==> config.mk <==
export PLATFORM = sky130hd
export DESIGN_NAME = step_phase_tracker
export DESIGN_NICKNAME = d
export VERILOG_FILES = /design/src/rtl/step_phase_tracker.sv
export SDC_FILE = /design/constraint.sdc
export NUM_CORES = 1
export LEC_CHECK = 0
export BUFFER_PORTS_ARGS = -buffer_cell sky130_fd_sc_hd__buf_2
export CORE_ASPECT_RATIO = 0.6
export CORE_MARGIN = 2
export CORE_UTILIZATION = 55
export CTS_CLUSTER_DIAMETER = 200
export DETAILED_ROUTE_END_ITERATION = 12
export HOLD_SLACK_MARGIN = 0.08
export PLACE_DENSITY_LB_ADDON = 0.08
export SETUP_SLACK_MARGIN = 0.02
export SLEW_MARGIN = 20
export SYNTH_ARGS = -nofsm -noshare
export SYNTH_HDL_FRONTEND = slang
export SYNTH_SLANG_ARGS = --single-unit
==> constraint.sdc <==
create_clock -name clk -period 8.54 [get_ports clk]
set_input_delay 1.281 -clock clk [delete_from_list [all_inputs] [get_ports clk]]
set_output_delay 1.281 -clock clk [all_outputs]
set_load 0.005 [all_outputs]
==> src/rtl/step_phase_tracker.sv <==
// Passive monitor of the 4-bit coil-pattern bus: tracks half-step position, angle and revolutions.
// Optional soft-limit flag is built only when STEP_LIMIT_EN is defined.
module step_phase_tracker #(
  parameter int POS_W      = 16,
  parameter int REV_HSTEPS = 400,
  parameter int REV_W      = 8,
  parameter int POS_LIMIT  = 4000
) (
  input  logic                    clk,
  input  logic                    resetb,
  input  logic [3:0]              pulses_in,
  input  logic                    zero_pos,
  input  logic                    clear_err,
  output logic signed [POS_W-1:0] position,
  output logic [8:0]              angle,
  output logic signed [REV_W-1:0] rev_count,
  output logic                    step_valid,
  output logic                    step_dir,
  output logic                    half_mode,
  output logic                    illegal_err,
  output logic                    limit_hit
);

  typedef enum logic {IDLE, TRACK} state_t;

  state_t     state;
  logic [3:0] pattern_q;
  logic [2:0] ref_idx;

  logic       pat_valid;
  logic       pat_off;
  logic [2:0] pat_idx;

  always_comb begin
    pat_valid = 1'b1;
    pat_off   = 1'b0;
    pat_idx   = 3'd0;
    case (pattern_q)
      4'b1000: pat_idx = 3'd0;
      4'b1100: pat_idx = 3'd1;
      4'b0100: pat_idx = 3'd2;
      4'b0110: pat_idx = 3'd3;
      4'b0010: pat_idx = 3'd4;
      4'b0011: pat_idx = 3'd5;
      4'b0001: pat_idx = 3'd6;
      4'b1001: pat_idx = 3'd7;
      4'b0000: begin
        pat_valid = 1'b0;
        pat_off   = 1'b1;
      end
      default: pat_valid = 1'b0;
    endcase
  end

  // 3-bit subtraction gives the phase distance modulo 8 for free
  logic [2:0] delta;
  assign delta = pat_idx - ref_idx;

  logic move_en;
  logic move_up;
  logic move_half;
  logic illegal_evt;

  always_comb begin
    move_en   = 1'b0;
    move_up   = 1'b0;
    move_half = 1'b0;
    if (state == TRACK && pat_valid) begin
      case (delta)
        3'd1: begin move_en = 1'b1; move_up = 1'b1; move_half = 1'b1; end
        3'd7: begin move_en = 1'b1; move_half = 1'b1; end
        3'd2: begin move_en = 1'b1; move_up = 1'b1; end
        3'd6: move_en = 1'b1;
        default: ;
      endcase
    end
  end

  assign illegal_evt = (state == TRACK) &&
                       ((pat_valid && (delta inside {3'd3, 3'd4, 3'd5})) ||
                        (!pat_valid && !pat_off));

  int                    step_amt;
  int                    angle_sum;
  logic [8:0]            angle_next;
  logic signed [REV_W-1:0] rev_next;
  logic signed [POS_W-1:0] pos_next;

  always_comb begin
    step_amt   = move_half ? 1 : 2;
    step_amt   = move_up ? step_amt : -step_amt;
    angle_sum  = int'(angle) + step_amt;
    angle_next = 9'(angle_sum);
    rev_next   = rev_count;
    if (angle_sum >= REV_HSTEPS) begin
      angle_next = 9'(angle_sum - REV_HSTEPS);
      rev_next   = rev_count + REV_W'(1);
    end else if (angle_sum < 0) begin
      angle_next = 9'(angle_sum + REV_HSTEPS);
      rev_next   = rev_count - REV_W'(1);
    end
    pos_next = position + POS_W'(step_amt);
  end

  // zero_pos and error-set are placed last so they win over the move and the clear
  always_ff @(posedge clk) begin
    if (resetb) begin
      state       <= IDLE;
      ref_idx     <= 3'd0;
      pattern_q   <= 4'b0000;
      position    <= '0;
      angle       <= '0;
      rev_count   <= '0;
      step_valid  <= 1'b0;
      step_dir    <= 1'b0;
      half_mode   <= 1'b0;
      illegal_err <= 1'b0;
    end else begin
      pattern_q  <= pulses_in;
      step_valid <= 1'b0;
      case (state)
        IDLE: begin
          if (pat_valid) begin
            ref_idx <= pat_idx;
            state   <= TRACK;
          end
        end
        TRACK: begin
          if (pat_valid) ref_idx <= pat_idx;
          else           state   <= IDLE;
        end
        default: state <= IDLE;
      endcase
      if (move_en) begin
        position   <= pos_next;
        angle      <= angle_next;
        rev_count  <= rev_next;
        step_valid <= 1'b1;
        step_dir   <= move_up;
        half_mode  <= move_half;
      end
      if (zero_pos) begin
        position  <= '0;
        angle     <= '0;
        rev_count <= '0;
      end
      if (clear_err)   illegal_err <= 1'b0;
      if (illegal_evt) illegal_err <= 1'b1;
    end
  end

`ifdef STEP_LIMIT_EN
  assign limit_hit = (int'(position) >= POS_LIMIT) || (int'(position) <= -POS_LIMIT);
`else
  assign limit_hit = 1'b0;
`endif

endmodule
== Word level (Yosys, flattened, before mapping) ==
Index checks and enable logic that the tools add are counted.

* Register bits: 45
* Output and inout bits: 38
* Word-level logic and storage cells: 72

* Add/subtract/negate cells: 8
* Magnitude comparators: 2
* Equal/unequal tests: 15
* Multiplexer cells: 20
* Reductions and logical operators: 17

{| class="wikitable"
|+ Operators with widths
! operator !! number
|-
| $add A10 B32 Y32 || 1
|-
| $ge A32 B10 Y1 const B || 1
|-
| $lt A32 B1 Y1 const B || 1
|-
| $mux W32 || 1
|-
| $neg A2 Y32 || 1
|-
| $pmux W3 S7 || 1
|-
| $mux W9 || 2
|-
| $add A16 B16 Y16 || 1
|-
| $mux W8 || 2
|-
| $eq A3 B3 Y1 const B || 4
|-
| $eq A4 B4 Y1 const B || 3
|-
| $mux W1 || 12
|-
| $add A9 B8 Y9 const B || 1
|-
| $sub A9 B8 Y9 const B || 1
|-
| $add A8 B2 Y8 const B || 1
|-
| $eq A4 B2 Y1 const B || 2
|-
| $eq A4 B3 Y1 const B || 2
|-
| $reduce_or A8 Y1 || 1
|-
| $sub A8 B2 Y8 const B || 1
|-
| $eq A3 B2 Y1 const B || 2
|-
| $reduce_or A2 Y1 || 3
|-
| $eq A4 B1 Y1 const B || 1
|-
| $logic_and A1 B1 Y1 || 4
|-
| $logic_not A4 Y1 || 1
|-
| other kinds (10) || 12
|}

== Longest topological paths before layout ==
* Depth in word-level cells: 14
* Mapped depth: 36

== Worst setup path before layout ==
Ideal clock, no wire load.

* Kind: reg-to-reg
* From: register pattern_q[3]
* To: register rev_count[7]
* Setup time: 70 ps
* Arrival time: 7376 ps
* Data required time: 8470 ps
* Setup slack: 1093 ps
* Cell stages (with the launch flop): 37
* Path buffers: 1
* Clock period less this slack: 7447 ps
* Cell sequence: dfxtp_1 clkbuf_1 xor2_1 nand2_1 ha_1 fa_1 xnor2_1 nand3_1 nor2b_1 xnor2_1 nor3b_1 ha_1 inv_1 fa_1 nor2b_1 o2111ai_2 nand2_1 a31o_2 a21oi_1 a31o_2 ha_1 nor4b_1 nand4_1 or4_1 a31oi_1 and2_1 nor2_1 inv_1 ha_1 a21o_1 a21oi_1 nor2b_1 o21a_1 o41ai_1 xnor2_1 or3_1 a21oi_1

* Cells in the longest elaborated chain, start to end: 14
* Elaborated cells on any way between the ends: 35

{| class="wikitable"
|+ Ends and longest elaborated chain
! item !! line !! source
|-
| from (decl) || 27 || <nowiki>logic [3:0] pattern_q;</nowiki>
|-
| from (signal assigned) || 119 || <nowiki>pattern_q <= pulses_in;</nowiki>
|-
| $eq A4 B4 Y1 (tied with other cells) || 38 || <nowiki>case (pattern_q)</nowiki>
|-
| $pmux W3 S7 || 38 ||
|-
| $sub A3 B3 Y3 || 57 || <nowiki>assign delta = pat_idx - ref_idx;</nowiki>
|-
| $eq A3 B3 Y1 or $eq A3 B1 Y1 (tied branches) || 69 || <nowiki>case (delta)</nowiki>
|-
| $reduce_or A2 Y1 (no line) || -- ||
|-
| $mux W1 || 69 ||
|-
| $mux W1 * || 68 || <nowiki>if (state == TRACK && pat_valid) begin</nowiki>
|-
| named net move_half || 61 || <nowiki>logic move_half;</nowiki>
|-
| $mux W2 * || 90 || <nowiki>step_amt = move_half ? 1 : 2;</nowiki>
|-
| $neg A2 Y32 || 91 || <nowiki>step_amt = move_up ? step_amt : -step_amt;</nowiki>
|-
| $mux W32 * || 91 ||
|-
| $add A10 B32 Y32 * || 92 || <nowiki>angle_sum = int'(angle) + step_amt;</nowiki>
|-
| $ge A32 B10 Y1 or $lt A32 B1 Y1 (tied branches) || 95, 98 ||
|-
| $reduce_bool A2 Y1 (no line) || -- ||
|-
| $reduce_and A2 Y1 (no line) || -- ||
|-
| to (signal assigned) || 137 || <nowiki>rev_count <= rev_next;</nowiki>
|-
| to (decl) || 16 || <nowiki>output logic signed [REV_W-1:0] rev_count,</nowiki>
|}

Mark *: on every way through the listed nets, which the timed path passes. The rest lies on a longest branch.
A chain may end at the register's enable or synchronous reset.

== Final worst setup path ==
* From: register pattern_q[2]
* To: register rev_count[7]

Same word-level chain as after synthesis.

==> results.tsv <==
metric	value	unit
placed cell count	580	
HPWL reported at the end of detailed placement	6630	µm
Site Rows	23	
Crit Path Max Fanout	13	
Worst Path Required	8.75	ns
Core Box Area	6650	µm²
Remaining DRCs	0	
Vias	3488	
largest family of logic cells by synthesized area	simple AND/OR/NAND/NOR gates	
Post-CTS Resized	0	
initial antenna violation count	0	
number of buffers added on ports	44	
Crit Path Class	reg2reg	
Antenna Cells	0	
fin cells	588	
RSZ-0062 raised after global routing	no	
worst reg2reg path depth	35	
simple-gate share of the synthesized area	0.238	
CTS Buf Count	5	
Slew headroom	0.541	
number of vias per cell	5.93	
Synth Flop Type	dfxtp_1	
CP Depth	35	
Synth top area share	0.239	
CTS tree	done	
Internal	470	µW
final wirelength	8910	µm
Final #Nets	555	
DP Worst Slack	0.327	ns
starting density of the core	0.566	
Power Dens Cells	179	nW/µm²
CP Data Arrival Time	8.09	ns
mux share of post-synthesis cell area	0.0269	
hold_sp	position[11]	
crit share post-route	0.922	
remaining antenna violation count after routing	0	
largest cells by area after synthesis	dfxtp_1, ha_1, a21oi_1	
clock latency on the worst-skew pair	0.29	ns
Final setup viols	0	
sw power	280	µW
Ys Warns	0	
status	completed	
sequential cell area fraction in the yosys report	0.239	
minimum clock period	7.87	ns
RD Place Congestion	0.888	
Worst VDD drop	0.0927	mV
first-pass GRT wire length	14900	µm
Area Growth Syn to Fin	11.4	%
clock power share	0.258	
crit end category	flip-flop	
FF+latch area	905	µm²
compound-gate portion of the synthesized area	0.222	
cts hold-fix bufs	0	
number of hold violations in the final report	0	
CTS Buffer Depth	2	
CP max-delay cell	dfxtp_2	
Synth async-reset ratio	0	
layout cells sized above 1	0.160	
clk_skew	0.00458	ns
Worst Tran Pin Value	0.687	ns
die width	111	µm
buffers plus inverters on the worst setup path	2	
WHS Path Cells	2	
HP Class	reg2reg	
Reg-to-Reg End	rev_count[7]	
largest net degree at the start of global routing	32	
clock sinks	45	
TNS Setup	0	ns
#FFs+latches synth	45	
Seq pwr share	0.307	
leading area contributor after synthesis	dfxtp_1	
Post-synth EDFFs	0	
Multi-input gate area	2740	µm²
H-Tree Depth	2	
internal reg-to-reg setup slack	0.67	ns
Clk pin slew, worst setup/hold paths	0.07	ns
clock root cell	clkbuf_16	
Setup crit start kind	flip-flop	
IO Count	46	
Post-synth top cells	nand2_1, a21oi_1, dfxtp_1, ha_1, nor2_1	
most common cell in the netlist	nand2_1	
highest clock rate	0.127	GHz
Hold Path Sink	position[11]	
CP peak stage delay	0.47	ns
Initial DRC Count	237	
chip height	68.1	µm
Top delay family on crit path	simple AND/OR/NAND/NOR gates	
die area	7540	µm²
Avg WL per Cell	15.2	µm
min setup slack post-route	0.667	ns
All-Layer GR Usage	0.244	
post-CTS setup buffer count	0	
Syn Area/Cell	8.11	µm²
reg2reg start	pattern_q[2]	
gr ovfl total	0	
Post-Synth XOR/XNOR Area	0.0721	
Max Cap Viol	0	
Switching Share	0.374	
synthesized area	3760	µm²
syn nets	519	
FILL cells	594	
leakage	1.85	nW
Gate power share	0.434	
vias in the first global route	3092	
Yosys cell types	75	
cell mode on critical path	ha_1	
Adder-Cell Fraction of Synth Area	0.164	
CP startpoint	pattern_q[2]	
post-synthesis cell count	464	
fin. max-slew vios	0	
Util after Layout	0.631	
drt pass-1 iters	5	
## state kept, by name, indices dropped and copies added, names as in the netlist
signal / count
position: 16
angle: 9
rev_count: 8
pattern_q: 4
ref_idx: 3
half_mode: 1
illegal_err: 1
state: 1
step_dir: 1
step_valid: 1
## layout make-up
class                      instances  share of cell area
timing repair buffer              49              0.0615
clock inverter                     1             0.00179
clock buffer                       7              0.0316
multi-input combinational        387               0.653
tap                               87              0.0260
sequential                        45               0.216
inverter                          12              0.0107
## tightest hold or removal path, cell delays in order (launching register included)
cell and delay (ns):
dfxtp_1 0.32, nand2_1 0.06, a21oi_1 0.05
## logic make-up (layout without fill, tap and decap cells)
family / count (synthesis) / count (layout)
adders and majority gates: 47 / 47
DFF: 45 / 45
muxes: 10 / 10
AOI/OAI and AO/OA: 125 / 125
xor gates and xnor gates: 31 / 31
and+or+nand+nor: 173 / 173
buffers and inverters: 32 / 69
other: 1 / 1
## metrics by stage
stage	area (µm²)	hold slack, ns	total power, mW
after CTS	4180	0.474	0.747
after global placement	4040	0.452	0.548
after detailed placement	4040	0.459	0.554
final	4190	0.471	0.751
after global routing	4190	0.497	0.802
after floorplan	3760	0.462	0.488
## layout by cell type, fill, tap and decap left out, types with 3 or more instances in the layout
| cell | netlist | final |
|---|---|---|
| or3_1 | 6 | 6 |
| and3_1 | 4 | 4 |
| o21ai_0 | 16 | 16 |
| xnor2_1 | 19 | 19 |
| dfxtp_1 | 45 | 42 |
| inv_1 | 11 | 11 |
| nand3_1 | 16 | 16 |
| o211ai_1 | 3 | 3 |
| xor2_1 | 12 | 12 |
| o21bai_1 | 3 | 3 |
| buf_4 | 1 | 5 |
| a21o_1 | 9 | 9 |
| nand2_1 | 53 | 53 |
| dfxtp_2 | 0 | 3 |
| buf_2 | 6 | 44 |
| a211oi_1 | 9 | 9 |
| clkbuf_16 | 0 | 5 |
| mux2i_1 | 9 | 9 |
| nand2b_1 | 3 | 3 |
| nor3_1 | 15 | 15 |
| a21oi_1 | 51 | 51 |
| o22a_1 | 3 | 3 |
| or2_2 | 4 | 4 |
| nand4_1 | 6 | 6 |
| nor2b_1 | 9 | 8 |
| and2_1 | 3 | 3 |
| nor3b_1 | 4 | 3 |
| ha_1 | 43 | 43 |
| fa_1 | 4 | 4 |
| nor2_1 | 32 | 32 |
## power by group through the flow
stage          Sequential, mW  Clock [mW]  Combinational, mW
2_1_floorplan           0.233           0              0.255
3_3_place_gp            0.235           0              0.313
3_5_place_dp            0.235           0              0.319
4_1_cts                 0.230       0.195              0.322
5_1_grt                 0.232       0.204              0.365
6_report                0.231       0.194              0.326
## per-layer routing
layer	up-vias	GRT usage	wire length, µm
li1	1761	-	-
met5	-	0	0
met1	1621	0.363	4820
met3	4	0.0452	445
met2	102	0.368	3600
met4	0	0.0563	49
## worst max-delay path by stage
stage | slack (ns) | end
2_1_floorplan | 1.09 | rev_count[7]
3_5_place_dp | 0.33 | rev_count[7]
4_1_cts | 0.25 | rev_count[7]
5_1_grt | 0.01 | rev_count[7]
6_report | 0.67 | rev_count[7]
3_3_place_gp | 0.65 | rev_count[7]
Note: power is estimated with default switching activity, not from simulation.
